===== config.mk =====
export PLATFORM = sky130hd
export DESIGN_NAME = ahb_cfg_regfile
export DESIGN_NICKNAME = d
export VERILOG_FILES = /design/src/rtl/ahb_cfg_pkg.sv /design/src/rtl/ahb_cfg_strobe_gen.sv /design/src/rtl/ahb_cfg_regfile.sv
export SDC_FILE = /design/constraint.sdc
export NUM_CORES = 1
export LEC_CHECK = 0
export ABC_AREA = 1
export CELL_PAD_IN_SITES_DETAIL_PLACEMENT = 1
export CELL_PAD_IN_SITES_GLOBAL_PLACEMENT = 1
export CORE_ASPECT_RATIO = 1.2
export CORE_UTILIZATION = 39
export CTS_CLUSTER_SIZE = 40
export DETAILED_ROUTE_END_ITERATION = 7
export GPL_TIMING_DRIVEN = 0
export PLACE_DENSITY_LB_ADDON = 0.1
export RECOVER_POWER = 25
export SETUP_SLACK_MARGIN = 0.1
export SLEW_MARGIN = 30
export SYNTH_ARGS = -nofsm -noshare
export SYNTH_HDL_FRONTEND = slang
export SYNTH_HIERARCHICAL = 1
export SYNTH_SLANG_ARGS = --single-unit

===== constraint.sdc =====
create_clock -name hclk -period 4.8 [get_ports hclk]
set_input_delay 1.44 -clock hclk [delete_from_list [all_inputs] [get_ports hclk]]
set_output_delay 1.44 -clock hclk [all_outputs]
set_load 0.02 [all_outputs]

===== src/rtl/ahb_cfg_pkg.sv =====
// Shared AHB-Lite encodings, register bit positions and the error-response FSM
// state type for the MFCC configuration register file.
package ahb_cfg_pkg;

    localparam logic [1:0] HTRANS_IDLE   = 2'b00;
    localparam logic [1:0] HTRANS_BUSY   = 2'b01;
    localparam logic [1:0] HTRANS_NONSEQ = 2'b10;
    localparam logic [1:0] HTRANS_SEQ    = 2'b11;

    localparam logic [1:0] HRESP_OKAY  = 2'b00;
    localparam logic [1:0] HRESP_ERROR = 2'b01;

    localparam logic [2:0] HSIZE_BYTE = 3'd0;
    localparam logic [2:0] HSIZE_HALF = 3'd1;
    localparam logic [2:0] HSIZE_WORD = 3'd2;

    localparam int CTRL_START_BIT  = 0;
    localparam int CTRL_IRQ_EN_BIT = 1;
    localparam int STATUS_BUSY_BIT = 0;
    localparam int STATUS_DONE_BIT = 1;

    typedef enum logic [1:0] {
        ERR_ST_OKAY = 2'd0,
        ERR_ST_ERR1 = 2'd1,
        ERR_ST_ERR2 = 2'd2
    } err_state_e;

    // Byte-lane merge: strobed bytes come from new_w, the rest keep old_w.
    function automatic logic [31:0] merge_bytes(input logic [31:0] old_w,
                                                input logic [31:0] new_w,
                                                input logic [3:0]  strb);
        logic [31:0] res;
        for (int b = 0; b < 4; b++) begin
            res[8*b +: 8] = strb[b] ? new_w[8*b +: 8] : old_w[8*b +: 8];
        end
        return res;
    endfunction

endpackage


===== src/rtl/ahb_cfg_strobe_gen.sv =====
// Converts an AHB transfer size and low address bits into byte-lane strobes,
// flagging halfword/word transfers that are not naturally aligned.
module ahb_cfg_strobe_gen
    import ahb_cfg_pkg::*;
(
    input  logic [2:0] hsize_i,
    input  logic [1:0] addr_lo_i,
    output logic [3:0] strb_o,
    output logic       misalign_o
);

    // Size/offset decode; unsupported sizes produce no strobes
    always_comb begin
        strb_o     = 4'b0000;
        misalign_o = 1'b0;
        case (hsize_i)
            HSIZE_BYTE: begin
                strb_o = 4'b0001 << addr_lo_i;
            end
            HSIZE_HALF: begin
                strb_o     = addr_lo_i[1] ? 4'b1100 : 4'b0011;
                misalign_o = addr_lo_i[0];
            end
            HSIZE_WORD: begin
                strb_o     = 4'b1111;
                misalign_o = |addr_lo_i;
            end
            default: begin
                strb_o     = 4'b0000;
                misalign_o = 1'b0;
            end
        endcase
    end

endmodule


===== src/rtl/ahb_cfg_regfile.sv =====
// AHB-Lite configuration register file for the MFCC pipeline: config words,
// CTRL (start/irq enable) and STATUS (busy/sticky done). Define
// AHB_CFG_ERR_RESP_EN to get two-cycle ERROR responses on illegal transfers.
module ahb_cfg_regfile
    import ahb_cfg_pkg::*;
#(
    parameter int NUM_CFG = 10,
    parameter int ADDR_W  = 12
) (
    input  logic                   hclk,
    input  logic                   hresetn,
    input  logic                   hsel_i,
    input  logic [1:0]             htrans_i,
    input  logic [ADDR_W-1:0]      haddr_i,
    input  logic                   hwrite_i,
    input  logic [2:0]             hsize_i,
    input  logic [31:0]            hwdata_i,
    input  logic                   hready_in_i,
    output logic [31:0]            hrdata_o,
    output logic                   hready_out_o,
    output logic [1:0]             hresp_o,
    output logic [NUM_CFG*32-1:0]  cfg_flat_o,
    output logic                   start_o,
    input  logic                   core_busy_i,
    input  logic                   core_done_i,
    output logic                   irq_o
);

    localparam int IDX_W = ADDR_W - 2;
    localparam logic [IDX_W-1:0] CTRL_IDX   = IDX_W'(NUM_CFG);
    localparam logic [IDX_W-1:0] STATUS_IDX = IDX_W'(NUM_CFG + 1);

    logic                    accept_s;
    logic                    err_s;
    logic                    ap_misalign_s;
    logic [3:0]              ap_strb_s;
    logic [IDX_W-1:0]        ap_idx_s;
    logic [31:0]             rdata_s;

    logic                    dp_wr_q;
    logic [IDX_W-1:0]        dp_idx_q;
    logic [3:0]              dp_strb_q;

    logic [NUM_CFG-1:0][31:0] cfg_q, cfg_d;
    logic                    irq_en_q, irq_en_d;
    logic                    done_q, done_d;
    logic                    start_q, start_d;
    logic                    irq_q;
    logic [31:0]             hrdata_q;

    assign ap_idx_s = haddr_i[ADDR_W-1:2];
    assign accept_s = hsel_i & ((htrans_i == HTRANS_NONSEQ) | (htrans_i == HTRANS_SEQ))
                      & hready_in_i & hready_out_o;
    assign err_s    = (ap_idx_s > STATUS_IDX) | (hsize_i > HSIZE_WORD) | ap_misalign_s;

    ahb_cfg_strobe_gen u_strobe_gen (
        .hsize_i    (hsize_i),
        .addr_lo_i  (haddr_i[1:0]),
        .strb_o     (ap_strb_s),
        .misalign_o (ap_misalign_s)
    );

    // Address-phase capture of the pending write; error transfers never reach the data phase
    always_ff @(posedge hclk or negedge hresetn) begin
        if (!hresetn) begin
            dp_wr_q   <= 1'b0;
            dp_idx_q  <= '0;
            dp_strb_q <= 4'b0000;
        end else begin
            dp_wr_q <= accept_s & hwrite_i & ~err_s;
            if (accept_s) begin
                dp_idx_q  <= ap_idx_s;
                dp_strb_q <= ap_strb_s;
            end
        end
    end

    // Data-phase write merge, start generation and sticky DONE (set beats clear)
    always_comb begin
        cfg_d    = cfg_q;
        irq_en_d = irq_en_q;
        done_d   = done_q;
        start_d  = 1'b0;
        for (int i = 0; i < NUM_CFG; i++) begin
            if (dp_wr_q && (dp_idx_q == IDX_W'(i))) begin
                cfg_d[i] = merge_bytes(cfg_q[i], hwdata_i, dp_strb_q);
            end else begin
                cfg_d[i] = cfg_q[i];
            end
        end
        if (dp_wr_q && (dp_idx_q == CTRL_IDX) && dp_strb_q[0]) begin
            irq_en_d = hwdata_i[CTRL_IRQ_EN_BIT];
            start_d  = hwdata_i[CTRL_START_BIT] & ~core_busy_i;
        end else begin
            irq_en_d = irq_en_q;
            start_d  = 1'b0;
        end
        if (core_done_i) begin
            done_d = 1'b1;
        end else if (dp_wr_q && (dp_idx_q == STATUS_IDX) && dp_strb_q[0]
                     && hwdata_i[STATUS_DONE_BIT]) begin
            done_d = 1'b0;
        end else begin
            done_d = done_q;
        end
    end

    // Read mux works on next-state values so a read right behind a write sees the new data
    always_comb begin
        rdata_s = 32'h0000_0000;
        if (err_s) begin
            rdata_s = 32'h0000_0000;
        end else if (ap_idx_s == CTRL_IDX) begin
            rdata_s[CTRL_IRQ_EN_BIT] = irq_en_d;
        end else if (ap_idx_s == STATUS_IDX) begin
            rdata_s[STATUS_BUSY_BIT] = core_busy_i;
            rdata_s[STATUS_DONE_BIT] = done_d;
        end else begin
            for (int i = 0; i < NUM_CFG; i++) begin
                rdata_s = rdata_s | ((ap_idx_s == IDX_W'(i)) ? cfg_d[i] : 32'h0000_0000);
            end
        end
    end

    // Architectural registers and registered outputs
    always_ff @(posedge hclk or negedge hresetn) begin
        if (!hresetn) begin
            cfg_q    <= '0;
            irq_en_q <= 1'b0;
            done_q   <= 1'b0;
            start_q  <= 1'b0;
            irq_q    <= 1'b0;
            hrdata_q <= 32'h0000_0000;
        end else begin
            cfg_q    <= cfg_d;
            irq_en_q <= irq_en_d;
            done_q   <= done_d;
            start_q  <= start_d;
            irq_q    <= done_d & irq_en_d;
            if (accept_s && !hwrite_i) begin
                hrdata_q <= rdata_s;
            end
        end
    end

`ifdef AHB_CFG_ERR_RESP_EN
    err_state_e  state_q, state_d;
    logic        hready_out_q;
    logic [1:0]  hresp_q;

    // Two-cycle ERROR response sequencing
    always_comb begin
        state_d = state_q;
        case (state_q)
            ERR_ST_OKAY: state_d = (accept_s && err_s) ? ERR_ST_ERR1 : ERR_ST_OKAY;
            ERR_ST_ERR1: state_d = ERR_ST_ERR2;
            ERR_ST_ERR2: state_d = (accept_s && err_s) ? ERR_ST_ERR1 : ERR_ST_OKAY;
            default:     state_d = ERR_ST_OKAY;
        endcase
    end

    // Response outputs registered from the next state
    always_ff @(posedge hclk or negedge hresetn) begin
        if (!hresetn) begin
            state_q      <= ERR_ST_OKAY;
            hready_out_q <= 1'b1;
            hresp_q      <= HRESP_OKAY;
        end else begin
            state_q      <= state_d;
            hready_out_q <= (state_d != ERR_ST_ERR1);
            hresp_q      <= (state_d == ERR_ST_OKAY) ? HRESP_OKAY : HRESP_ERROR;
        end
    end

    assign hready_out_o = hready_out_q;
    assign hresp_o      = hresp_q;
`else
    assign hready_out_o = 1'b1;
    assign hresp_o      = HRESP_OKAY;
`endif

    assign hrdata_o   = hrdata_q;
    assign cfg_flat_o = cfg_q;
    assign start_o    = start_q;
    assign irq_o      = irq_q;

endmodule


==> metrics.md, run 1 <==
| Metric | Value |
|---|---|
| Violated checks | capacitance limit, slew limit |
| DRT Pass-1 Iters | 5 |
| Crit-path max FO | 10 |
| Setup crit end kind | register |
| Distinct cell type count after synthesis | 40 |
| H-tree levels | 2 |
| Total CTS buffers | 42 |
| Syn. warnings | 6 |
| Grt total ovfl | 0 |
| Avg Synthesized Cell Area | 7.76 sq um |
| Final Hold Fails | 0 |
| Yosys top cell by area | dfrtp_1 |
| Crit path DAT | 4.95 ns |
| Final setup viols | 0 |
| Dpl hpwl | 71400 um |
| Setup_tns | 0 ns |
| DR vias/cell | between 5 and 6 |
| Post-synthesis sequential area ratio | between 50% and 60% |
| Max-slew headroom | -115% |
| Cell area after synthesis | 17600 sq um |
| Final Net Count | 2785 |
| Slowest CP cell | nor2_1 |
| Power density cells | 298 nW/um^2 |
| Main synth FF type | dfrtp_1 |
| Largest net degree at the start of global routing | 84 |
| Reg clk slew, reported paths | 0.06 ns |
| CP top delay family | simple AND/OR/NAND/NOR gates |
| Top post-synthesis cells by count | 597 x nand2_1, 371 x dfrtp_1, 367 x inv_1, 344 x o21ai_0, 146 x nor2_1 |
| Count leader, synth | nand2_1 |
| Vias | 19000 |
| Drt initial violations | 1746 |
| Place WS | -0.0163 ns |
| CP bufs+invs | 1 |
| Outcome | complete, but fails checks |
| First-pass GRT wire length | 133000 um |
| DR WL/cell | 28.0 um |
| RSZ-0062 raised after global routing | false |
| Sink Count | about 370 |
| Clk_lat worst skew | 0.59 ns |
| Max cap viols | 1 |
| Total length of routed wires | 92900 um |
| Post-Layout Cell Count | between 3000 and 4000 |
| Root Driver | clkbuf_16 |
| Initial Utilization | between 30% and 40% |
| Placed Cells | 3244 |
| TritonCTS clock tree | yes |
| Tcrit/Tclk final | roughly 93% |
| Synth top area share | 52.7% |
| PortBufs | 408 |
| DP Area | 22600 sq um |
| Final Cell Area | 24000 sq um |
| Vert. Die Dim | ~230 um |
| Die Span X | 196 um |
| Clock Tree Buf Depth | 3 |
| Top post-synthesis cells by area | dfrtp_1 53%, nand2_1 13%, o21ai_0 9.8%, inv_1 7.8%, nand3_1 3.4% |
| Post_cts resized | 0 |
| Placer Congestion | 0.952 |
| Die Area | 46000 sq um |
| Fin worst setup slack | roughly 0.32 ns |
| Number of flops mapped to enable cells by yosys | 0 |
| Peak supply drop | between 0.2 and 0.3 mV |
| Slew Viols, Final | 51 |
| I/O Pins | 413 |
| Drt drc | 0 |
| Vias in the first global route | 20000 |
| Cell Chain, Critical Path | nor2_1, nand2_2, nor2_1, clkbuf_1, nand3_1, nand2_1, o21ai_1, nand2_1, nand2_1, a21oi_1, nand3_1, nand2_1, nand2_1 |
| Post-CTS setup buffer count | 0 |
| Yosys reg bits | 371 |
| Fraction of registers with async set/reset | 100% |
| Post-route antenna net violation count | 0 |
| WS Path Type | reg -> reg |
| Hold-fix buffers, CTS | 0 |
| Core area | about 44000 sq um |
| Crit-path max cell delay | 1.01 ns |
| Hold slack | 0.483 ns |
| Fmax | 223 MHz |
| CP dominant cell by count | nand2_1 |
| Critical path required time | 5.27 ns |
| Synthesized instance count | 2270 |
| Static leakage | ~12 nW |
| Initial antenna violation count | 2 |
| Element type at the critical path start | register |
| GRT Total Usage | 40.1% |
| Clock Skew | 0.0221 ns |
| Layout area overhead | 35.9% |
| Worst-margin pin slew | 3.22 ns |
| Worst Hold Class | reg -> reg |
| Share of cells above drive strength 1 | 5.11% |
| Row count | 84 |
| Crit path time final | 4.48 ns |
worst paths after layout:
kind | startpoint | end | slack, ns | cells after the start
worst max-delay path | dp_idx_q[5] | hrdata_o[7] | 0.32 | 13
worst max register to register | dp_idx_q[5] | hrdata_o[7] | 0.32 | 13
worst min register to register | hrdata_o[3] | hrdata_o[3] | 0.48 | 2
worst min-delay path | hrdata_o[3] | hrdata_o[3] | 0.48 | 2
max in group asynchronous | hresetn | cfg_flat_o[184] | 0.98 | 3
min in group asynchronous | hresetn | cfg_flat_o[101] | 1.93 | 1
metrics by stage:
step | utilization (%) | total power (W)
finish | 54.3 | 0.00713
global route | 54.3 | 0.00727
CTS | 54.4 | 0.00713
detailed placement | 51.1 | 0.00374
global placement | 50.8 | 0.00372
floorplan | - | 0.00343
layer usage:
metal	part of all wire, %	track usage, %
met5	0.014	0
met4	5.4	21.4
met3	7.5	5.48
met2	46	63.9
met1	41	52.9
flip-flops by register name, indices dropped and copies added, names as in the netlist:
signal / count
cfg_flat_o: 320
done_q: 1
dp_idx_q: 10
dp_strb_q: 4
dp_wr_q: 1
hrdata_o: 32
irq_en_q: 1
irq_o: 1
start_o: 1
layout by cell type, fill, tap and decap left out, drive strengths merged, types with 2 or more instances in the layout:
master and instances:
a22oi 7, clkinvlp 2, nand2 607, o22ai 37
nand3 122, clkdlybuf4s50 407, buf 41, nor3 5
clkbuf 126, o211ai 15, dfrtp 371, inv 375
nor2 161, a21oi 55, bufinv 4, o21ai 402
nand4 6, conb 3, clkinv 4
cells by family (layout without fill, tap and decap cells):
kind of cell / count (synthesis) / after routing / share of synthesized area (%)
AND/OR/NAND/NOR: 905 / 905 / 21.2
AO/OA/AOI/OAI: 520 / 520 / 15.4
buffers and inverters: 471 / 959 / 10.6
flip-flops: 371 / 371 / 52.7
other: 2 / 4 / 0.0426
multiplexers: 1 / 1 / 0.0639
worst register-to-register path: stages (launching register included):
cell,delay (ns)
dfrtp_1,0.39
nor2_1,0.13
nand2_2,0.06
nor2_1,1.01
clkbuf_1,0.83
nand3_1,0.62
nand2_1,0.21
o21ai_1,0.11
nand2_1,0.08
nand2_1,0.05
a21oi_1,0.51
nand3_1,0.16
nand2_1,0.15
nand2_1,0.06
power breakdown:
part	total (W)	switching, W	internal, W
Sequential	0.00317	0.0000173	0.00315
Combinational	0.000534	0.000420	0.000114
Clock	0.00343	0.00141	0.00202
Total	0.00713	0.00185	0.00528
layout make-up:
type,instances,area [sq um]
antenna,1,2.50
buffer,96,445
clock buffer,64,1250
clock inverter,10,170
fill,5320,20200
inverter,375,1410
multi-input combinational,1429,6460
sequential,371,9280
tap,559,699
timing repair buffer,414,4230
(Power assumes the default switching activity.)
==> run 2: changes to the inputs <==
--- a/config.mk
+++ b/config.mk
@@ -16,8 +16,6 @@
 export PLACE_DENSITY_LB_ADDON = 0.1
 export RECOVER_POWER = 25
 export SETUP_SLACK_MARGIN = 0.1
-export SLEW_MARGIN = 30
 export SYNTH_ARGS = -nofsm -noshare
 export SYNTH_HDL_FRONTEND = slang
-export SYNTH_HIERARCHICAL = 1
 export SYNTH_SLANG_ARGS = --single-unit
==> metrics.md, run 2 <==
| Metric | Value |
|---|---|
| Clock Tree Buf Depth | 3 (unchanged) |
| Hold-fix buffers, CTS | 0 (unchanged) |
| Row count | 84 (unchanged) |
| Top post-synthesis cells by count | 552 x nand2_1, 378 x inv_1, 371 x dfrtp_1, 307 x o21ai_0, 187 x nor2_1 (was 597 x nand2_1, 371 x dfrtp_1, 367 x inv_1, 344 x o21ai_0, 146 x nor2_1) |
| Initial antenna violation count | 1 (was 2) |
| Footprint of the multi-input gates | 6300 sq um (was 6460 sq um) |
| First-pass GRT wire length | 126000 um (was 133000 um) |
| Sink Count | 371 (unchanged) |
| Slew Viols, Final | 93 (was 51) |
| Largest register FFs | 320 (unchanged) |
| Element type at the critical path start | input pin (was register) |
| Root Driver | clkbuf_16 (unchanged) |
| DR vias/cell | 5.61 (was 5.72) |
| Combinational share of power | 6.6% (was 7.5%) |
| Syn. warnings | 0 (was 6) |
| Critical path required time | 5.32 ns (was 5.27 ns) |
| Synthesized instance count | 2264 (was 2270) |
| Grt total ovfl | 0 (unchanged) |
| Tcrit/Tclk final | 92.2% (was 93.3%) |
| Drt drc | 0 (unchanged) |
| Static leakage | 12.2 nW (was 12.4 nW) |
| Crit path DAT | 4.95 ns (about the same) |
| Sw Share | 26.0% (was 25.9%) |
| Cell area after synthesis | 17600 sq um (about the same) |
| Main synth FF type | dfrtp_1 (unchanged) |
| Final setup viols | 0 (unchanged) |
| Total CTS buffers | 41 (was 42) |
| Number of flops mapped to enable cells by yosys | 0 (unchanged) |
| Core area | 44100 sq um (unchanged) |
| Clk_lat worst skew | 0.59 ns (about the same) |
| Clock Skew | 0.0240 ns (was 0.0221 ns) |
| RSZ-0062 raised after global routing | false (unchanged) |
| Violated checks | capacitance limit, slew limit (unchanged) |
| Dpl hpwl | 68100 um (was 71400 um) |
| Post_cts resized | 0 (unchanged) |
| H-tree levels | 2 (unchanged) |
| Crit path time final | 4.43 ns (was 4.48 ns) |
| Yosys reg bits | 371 (unchanged) |
| Fill cells | 5422 (was 5320) |
| Fmax | 226 MHz (was 223 MHz) |
| Outcome | complete, but fails checks (unchanged) |
| Final Net Count | 2775 (was 2785) |
| Synth top area share | 52.9% (was 52.7%) |
| Die Area | 45900 sq um (was 46000 sq um) |
| Initial Utilization | 39.8% (was 39.9%) |
| GRT Total Usage | 38.1% (was 40.1%) |
| Worst-margin pin slew | 2.66 ns (was 3.22 ns) |
| Distinct cell type count after synthesis | 29 (was 40) |
| Crit-path max FO | 10 (unchanged) |
| I/O Pins | 413 (unchanged) |
| Clk pwr share | 47.7% (was 48.1%) |
| Cell Chain, Critical Path | clkdlybuf4s50_1, nor2_2, nand3_1, nor2_2, inv_1, clkbuf_1, o21ai_0, nor2_1, nand3_1, nand2_1, nand2_1 (was nor2_1, nand2_2, nor2_1, clkbuf_1, nand3_1, nand2_1, o21ai_1, nand2_1, nand2_1, a21oi_1, nand3_1, nand2_1, nand2_1) |
| Fraction of registers with async set/reset | 100% (unchanged) |
| Avg Synthesized Cell Area | 7.75 sq um (was 7.76 sq um) |
| Layout area overhead | 34.9% (was 35.9%) |
| Hold slack | 0.487 ns (was 0.483 ns) |
| Final Hold Fails | 0 (unchanged) |
| Most frequent cells in the layout | 554 x nand2_1, 403 x clkdlybuf4s50_1, 379 x inv_1 (was 600 x nand2_1, 407 x clkdlybuf4s50_1, 371 x dfrtp_1) |
| Sequential cell area | 9280 sq um (unchanged) |
| TritonCTS clock tree | yes (unchanged) |
| Share of cells above drive strength 1 | 3.97% (was 5.11%) |
| Post-synthesis sequential area ratio | 52.9% (was 52.7%) |
| DR WL/cell | 26.6 um (was 28.0 um) |
| Placer Congestion | 0.958 (was 0.952) |
| DRT Pass-1 Iters | 5 (unchanged) |
| Count leader, synth | nand2_1 (unchanged) |
| Die Span X | 196 um (about the same) |
| Final Core Density | 53.7% (was 54.3%) |
| Post-CTS setup buffer count | 0 (unchanged) |
| Fin worst setup slack | 0.374 ns (was 0.319 ns) |
| Reg clk slew, reported paths | 0.07 ns (was 0.06 ns) |
| Worst Hold Class | reg -> reg (unchanged) |
| Sw power | 0.00180 W (was 0.00185 W) |
| Total length of routed wires | 87900 um (was 92900 um) |
| WS Path Type | in -> reg (was reg -> reg) |
| Crit-path max cell delay | 0.64 ns (was 1.01 ns) |
| Slowest CP cell | nor2_2 (was nor2_1) |
| Vias | 18600 (was 19000) |
| Vert. Die Dim | 234 um (was 235 um) |
| Number of diodes | 0 (was 1) |
| Largest net degree at the start of global routing | 118 (was 84) |
| Max cap viols | 1 (unchanged) |
| Vias in the first global route | 18800 (was 20000) |
| PortBufs | 408 (unchanged) |
| Commonest non-fill, non-tap cell in the layout | nand2_1 (unchanged) |
| Internal power | 0.00513 W (was 0.00528 W) |
| Post-route antenna net violation count | 0 (unchanged) |
| Drt initial violations | 1452 (was 1746) |
| Max-slew headroom | -77.4% (was -115%) |
| Setup crit end kind | register (unchanged) |
| Top post-synthesis cells by area | dfrtp_1 53%, nand2_1 12%, o21ai_0 8.8%, inv_1 8.1%, nor2_1 4.0% (was dfrtp_1 53%, nand2_1 13%, o21ai_0 9.8%, inv_1 7.8%, nand3_1 3.4%) |
| Power density cells | 293 nW/um^2 (was 298 nW/um^2) |
| Peak supply drop | 0.226 mV (was 0.274 mV) |
| Place WS | 0.0149 ns (was -0.0163 ns) |
| Yosys top cell by area | dfrtp_1 (unchanged) |
| Seq pwr share | 45.7% (was 44.4%) |
==> run 2: cell count changes after synthesis, moves of 10 or more <==
cell / before / now
clkbuf_1: 57 / 67
o21ai_0: 344 / 307
a22oi_1: 7 / 17
o21ai_1: 58 / 89
o22ai_1: 37 / 68
nand3_1: 118 / 101
and2_1: 1 / 12
nand2_1: 597 / 552
inv_1: 367 / 378
nor2_1: 146 / 187
a21oi_1: 55 / 18
==> run 2: routing by layer <==
| metal | global-route usage (%) | part of all wire, % | vias up |
|---|---|---|---|
| met3 | 5.37 | 7.4 | 167 |
| li1 | - | - | 8044 |
| met5 | 0 | 0.015 | - |
| met1 | 52.6 | 43 | 9428 |
| met2 | 60.8 | 46 | 910 |
| met4 | 15.2 | 3.9 | 2 |
==> run 2: final timing paths <==
kind                             startpoint  slack, ns               to  depth (start not counted)
worst min register to register  hrdata_o[0]       0.49      hrdata_o[0]                          2
worst min-delay path            hrdata_o[0]       0.49      hrdata_o[0]                          2
max in group asynchronous           hresetn       1.54   cfg_flat_o[70]                          2
worst max register to register  dp_idx_q[7]       0.79     hrdata_o[31]                         15
worst max-delay path            haddr_i[11]       0.37     hrdata_o[11]                         11
min in group asynchronous           hresetn       1.68  cfg_flat_o[100]                          1
==> run 2: kinds of logic (layout without fill, tap and decap cells) <==
family                 count (synthesis)  in the layout  synth area share [%]
DFF                                  371            371                  52.9
muxes                                  1              1                0.0641
AOI/OAI and AO/OA                    516            516                  15.7
other                                  2              3                0.0428
buffers and inverters                494            978                  11.0
and+or+nand+nor                      880            880                  20.3
==> run 2: cell type report <==
type / count / area share, %
Sequential cell: 371 / 39.2
Multi-Input combinational cell: 1400 / 26.6
Timing Repair Buffer: 411 / 17.6
Inverter: 392 / 6.21
Clock buffer: 60 / 5.05
Tap cell: 559 / 2.95
Buffer: 102 / 1.80
Clock inverter: 13 / 0.639
==> run 2: through the flow <==
step | area (sq um) | total power, W | TNS [ns] | instances
floorplan | 17600 | 0.00340 | 0 | 2265
global placement | 22300 | 0.00366 | -5449.83 | 3232
global route | 23700 | 0.00708 | 0 | 3308
detailed placement | 22400 | 0.00368 | 0 | 3235
finish | 23700 | 0.00694 | 0 | 3308
CTS | 23800 | 0.00693 | 0 | 3308
==> run 2: worst max-delay path: cells and delay by family <==
kind / cells / cell delay, ns
AO/OA/AOI/OAI: 1 / 0.46
buffers and inverters: 3 / 1.43
AND/OR/NAND/NOR: 7 / 1.61
==> run 2: power groups by stage <==
stage | logic, W | registers [W] | clock network (W)
2_1_floorplan | 0.000178 | 0.00322 | 0
3_3_place_gp | 0.000431 | 0.00323 | 0
3_5_place_dp | 0.000450 | 0.00323 | 0
4_1_cts | 0.000454 | 0.00317 | 0.00331
5_1_grt | 0.000491 | 0.00317 | 0.00342
6_report | 0.000460 | 0.00317 | 0.00331
==> run 3: changes to the inputs <==
--- a/config.mk
+++ b/config.mk
@@ -12,10 +12,10 @@
 export CORE_UTILIZATION = 39
 export CTS_CLUSTER_SIZE = 40
 export DETAILED_ROUTE_END_ITERATION = 7
-export GPL_TIMING_DRIVEN = 0
 export PLACE_DENSITY_LB_ADDON = 0.1
 export RECOVER_POWER = 25
 export SETUP_SLACK_MARGIN = 0.1
+export SLEW_MARGIN = 0
 export SYNTH_ARGS = -nofsm -noshare
 export SYNTH_HDL_FRONTEND = slang
 export SYNTH_SLANG_ARGS = --single-unit
==> metrics.md, run 3 (synthesis gave the netlist of run 2 again) <==
| Metric | Value |
|---|---|
| Grt total ovfl | 0 (unchanged) |
| Core area | 44100 sq um (unchanged) |
| Post-Layout Cell Count | 3243 (was 3308) |
| Largest register FFs | 320 (unchanged) |
| Power density cells | 294 nW/um^2 (was 293 nW/um^2) |
| Post-CTS setup buffer count | 0 (unchanged) |
| Reg clk slew, reported paths | 0.06 ns (was 0.07 ns) |
| Final setup viols | 0 (unchanged) |
| Setup_tns | 0 ns (unchanged) |
| DRT Pass-1 Iters | 5 (unchanged) |
| Initial antenna violation count | 2 (was 1) |
| Worst-margin pin slew | 1.10 ns (was 2.66 ns) |
| Clock Skew | 0.0239 ns (was 0.0240 ns) |
| Final Net Count | 2712 (was 2775) |
| H-tree levels | 2 (unchanged) |
| Element type at the critical path start | input pin (unchanged) |
| Largest net degree at the start of global routing | 121 (was 118) |
| Die Area | 45900 sq um (unchanged) |
| Placed Cells | 3172 (was 3235) |
| Share of cells above drive strength 1 | 5.26% (was 3.97%) |
| Crit-path max FO | 21 (was 10) |
| Hold-fix buffers, CTS | 0 (unchanged) |
| Crit path DAT | 4.15 ns (was 4.95 ns) |
| Vias in the first global route | 18100 (was 18800) |
| Total CTS buffers | 41 (unchanged) |
| Outcome | finished, final reports clean (was complete, but fails checks) |
| Setup crit end kind | register (unchanged) |
| Footprint of the multi-input gates | 6360 sq um (was 6300 sq um) |
| WS Path Type | in -> reg (unchanged) |
| Row count | 84 (unchanged) |
| Max cap viols | 0 (was 1) |
| Clk_lat worst skew | 0.59 ns (about the same) |
| DR WL/cell | 24.4 um (was 26.6 um) |
| Post-route antenna net violation count | 0 (unchanged) |
| Peak supply drop | 0.287 mV (was 0.226 mV) |
| DR vias/cell | 5.50 (was 5.61) |
| Vias | 17800 (was 18600) |
| Sink Count | 371 (unchanged) |
| Initial Utilization | 39.8% (unchanged) |
| Sequential cell area | 9280 sq um (unchanged) |
| Static leakage | 12.3 nW (was 12.2 nW) |
| Vert. Die Dim | 234 um (unchanged) |
| First-pass GRT wire length | 117000 um (was 126000 um) |
| Drt drc | 0 (unchanged) |
| Total length of routed wires | 79200 um (was 87900 um) |
| Most frequent cells in the layout | 552 x nand2_1, 406 x clkdlybuf4s50_1, 378 x inv_1 (was 554 x nand2_1, 403 x clkdlybuf4s50_1, 379 x inv_1) |
| Fmax | 272 MHz (was 226 MHz) |
| Fill cells | 5406 (was 5422) |
| Clock Tree Buf Depth | 3 (unchanged) |
| Commonest non-fill, non-tap cell in the layout | nand2_1 (unchanged) |
| Root Driver | clkbuf_16 (unchanged) |
| RSZ-0062 raised after global routing | false (unchanged) |
| Worst Hold Class | reg -> reg (unchanged) |
| Max-slew headroom | 26.7% (was -77.4%) |
| Critical path required time | 5.27 ns (was 5.32 ns) |
| Die Span X | 196 um (unchanged) |
| I/O Pins | 413 (unchanged) |
| GRT Total Usage | 34.5% (was 38.1%) |
| Drt initial violations | 1476 (was 1452) |
| Slew Viols, Final | 0 (was 93) |
| Final Hold Fails | 0 (unchanged) |
| Dpl hpwl | 58300 um (was 68100 um) |
| Post_cts resized | 0 (unchanged) |
| Crit path time final | 3.68 ns (was 4.43 ns) |
| Placer Congestion | 0.941 (was 0.958) |
| Layout area overhead | 34.8% (was 34.9%) |
| Tcrit/Tclk final | 76.6% (was 92.2%) |
| PortBufs | 408 (unchanged) |
| TritonCTS clock tree | yes (unchanged) |
-- run 3: cell count changes in the layout (fill, tap and decap cells not counted), moves of 4 or more --
cell	before	now
buf_1	6	0
buf_12	0	6
buf_2	13	0
buf_4	5	34
clkbuf_1	86	8
clkbuf_8	10	5
nand3_1	108	101
nand3_2	1	8
nor2_1	188	184
o21ai_0	321	307
o21ai_1	75	89
-- run 3: report_power, final --
group          switching (W)  internal (W)
Clock                0.00139       0.00198
Combinational       0.000324     0.0000890
Sequential         0.0000423       0.00315
-- run 3: routing by layer --
layer	vias to the layer above	GRT usage (%)	routed length, um
met5	-	0	0
met4	0	12.4	2920
met3	133	6.95	6330
met2	783	51.7	34400
met1	8993	49.6	35500
li1	7919	-	-
-- run 3: cell type report --
cell class                      count  share of cell area, %
Antenna cell                        2                 0.0211
Clock buffer                       54                   4.93
Clock inverter                     15                  0.899
Inverter                          392                   6.22
Multi-Input combinational cell   1400                   26.9
Sequential cell                   371                   39.2
Tap cell                          559                   2.96
Timing Repair Buffer              450                   18.9
-- run 3: worst max-delay path, cell delays in order --
cell and delay, ns:
clkdlybuf4s50_1 0.48, nor2_1 0.05, nand3_1 0.12, inv_2 0.08
nand2_1 0.13, nor2_1 0.10, inv_1 0.81, o21ai_0 0.22
nor2_1 0.36, nand3_1 0.19, nand2_1 0.10, nand2_1 0.05
-- run 3: through the flow --
step	hold slack [ns]	worst slack, ns	total power, W	util [%]	cell area [sq um]
2_1_floorplan	0.450	2.00	0.00340	-	17600
3_3_place_gp	0.464	0.623	0.00364	50.5	22300
3_5_place_dp	0.473	0.586	0.00365	50.5	22300
4_1_cts	0.490	1.21	0.00699	53.6	23700
5_1_grt	0.505	0.988	0.00713	53.6	23700
6_report	0.484	1.12	0.00697	53.6	23700
-- run 3: path summary, 6_finish.rpt --
| path | startpoint | to | slack, ns | cells past startpoint |
|---|---|---|---|---|
| worst max register to register | dp_strb_q[0] | hrdata_o[5] | 1.50 | 11 |
| worst max-delay path | haddr_i[7] | hrdata_o[31] | 1.12 | 12 |
| max in group asynchronous | hresetn | cfg_flat_o[288] | 2.45 | 2 |
| worst min register to register | dp_idx_q[4] | dp_idx_q[4] | 0.48 | 2 |
| min in group asynchronous | hresetn | dp_idx_q[5] | 0.96 | 1 |
| worst min-delay path | dp_idx_q[4] | dp_idx_q[4] | 0.48 | 2 |
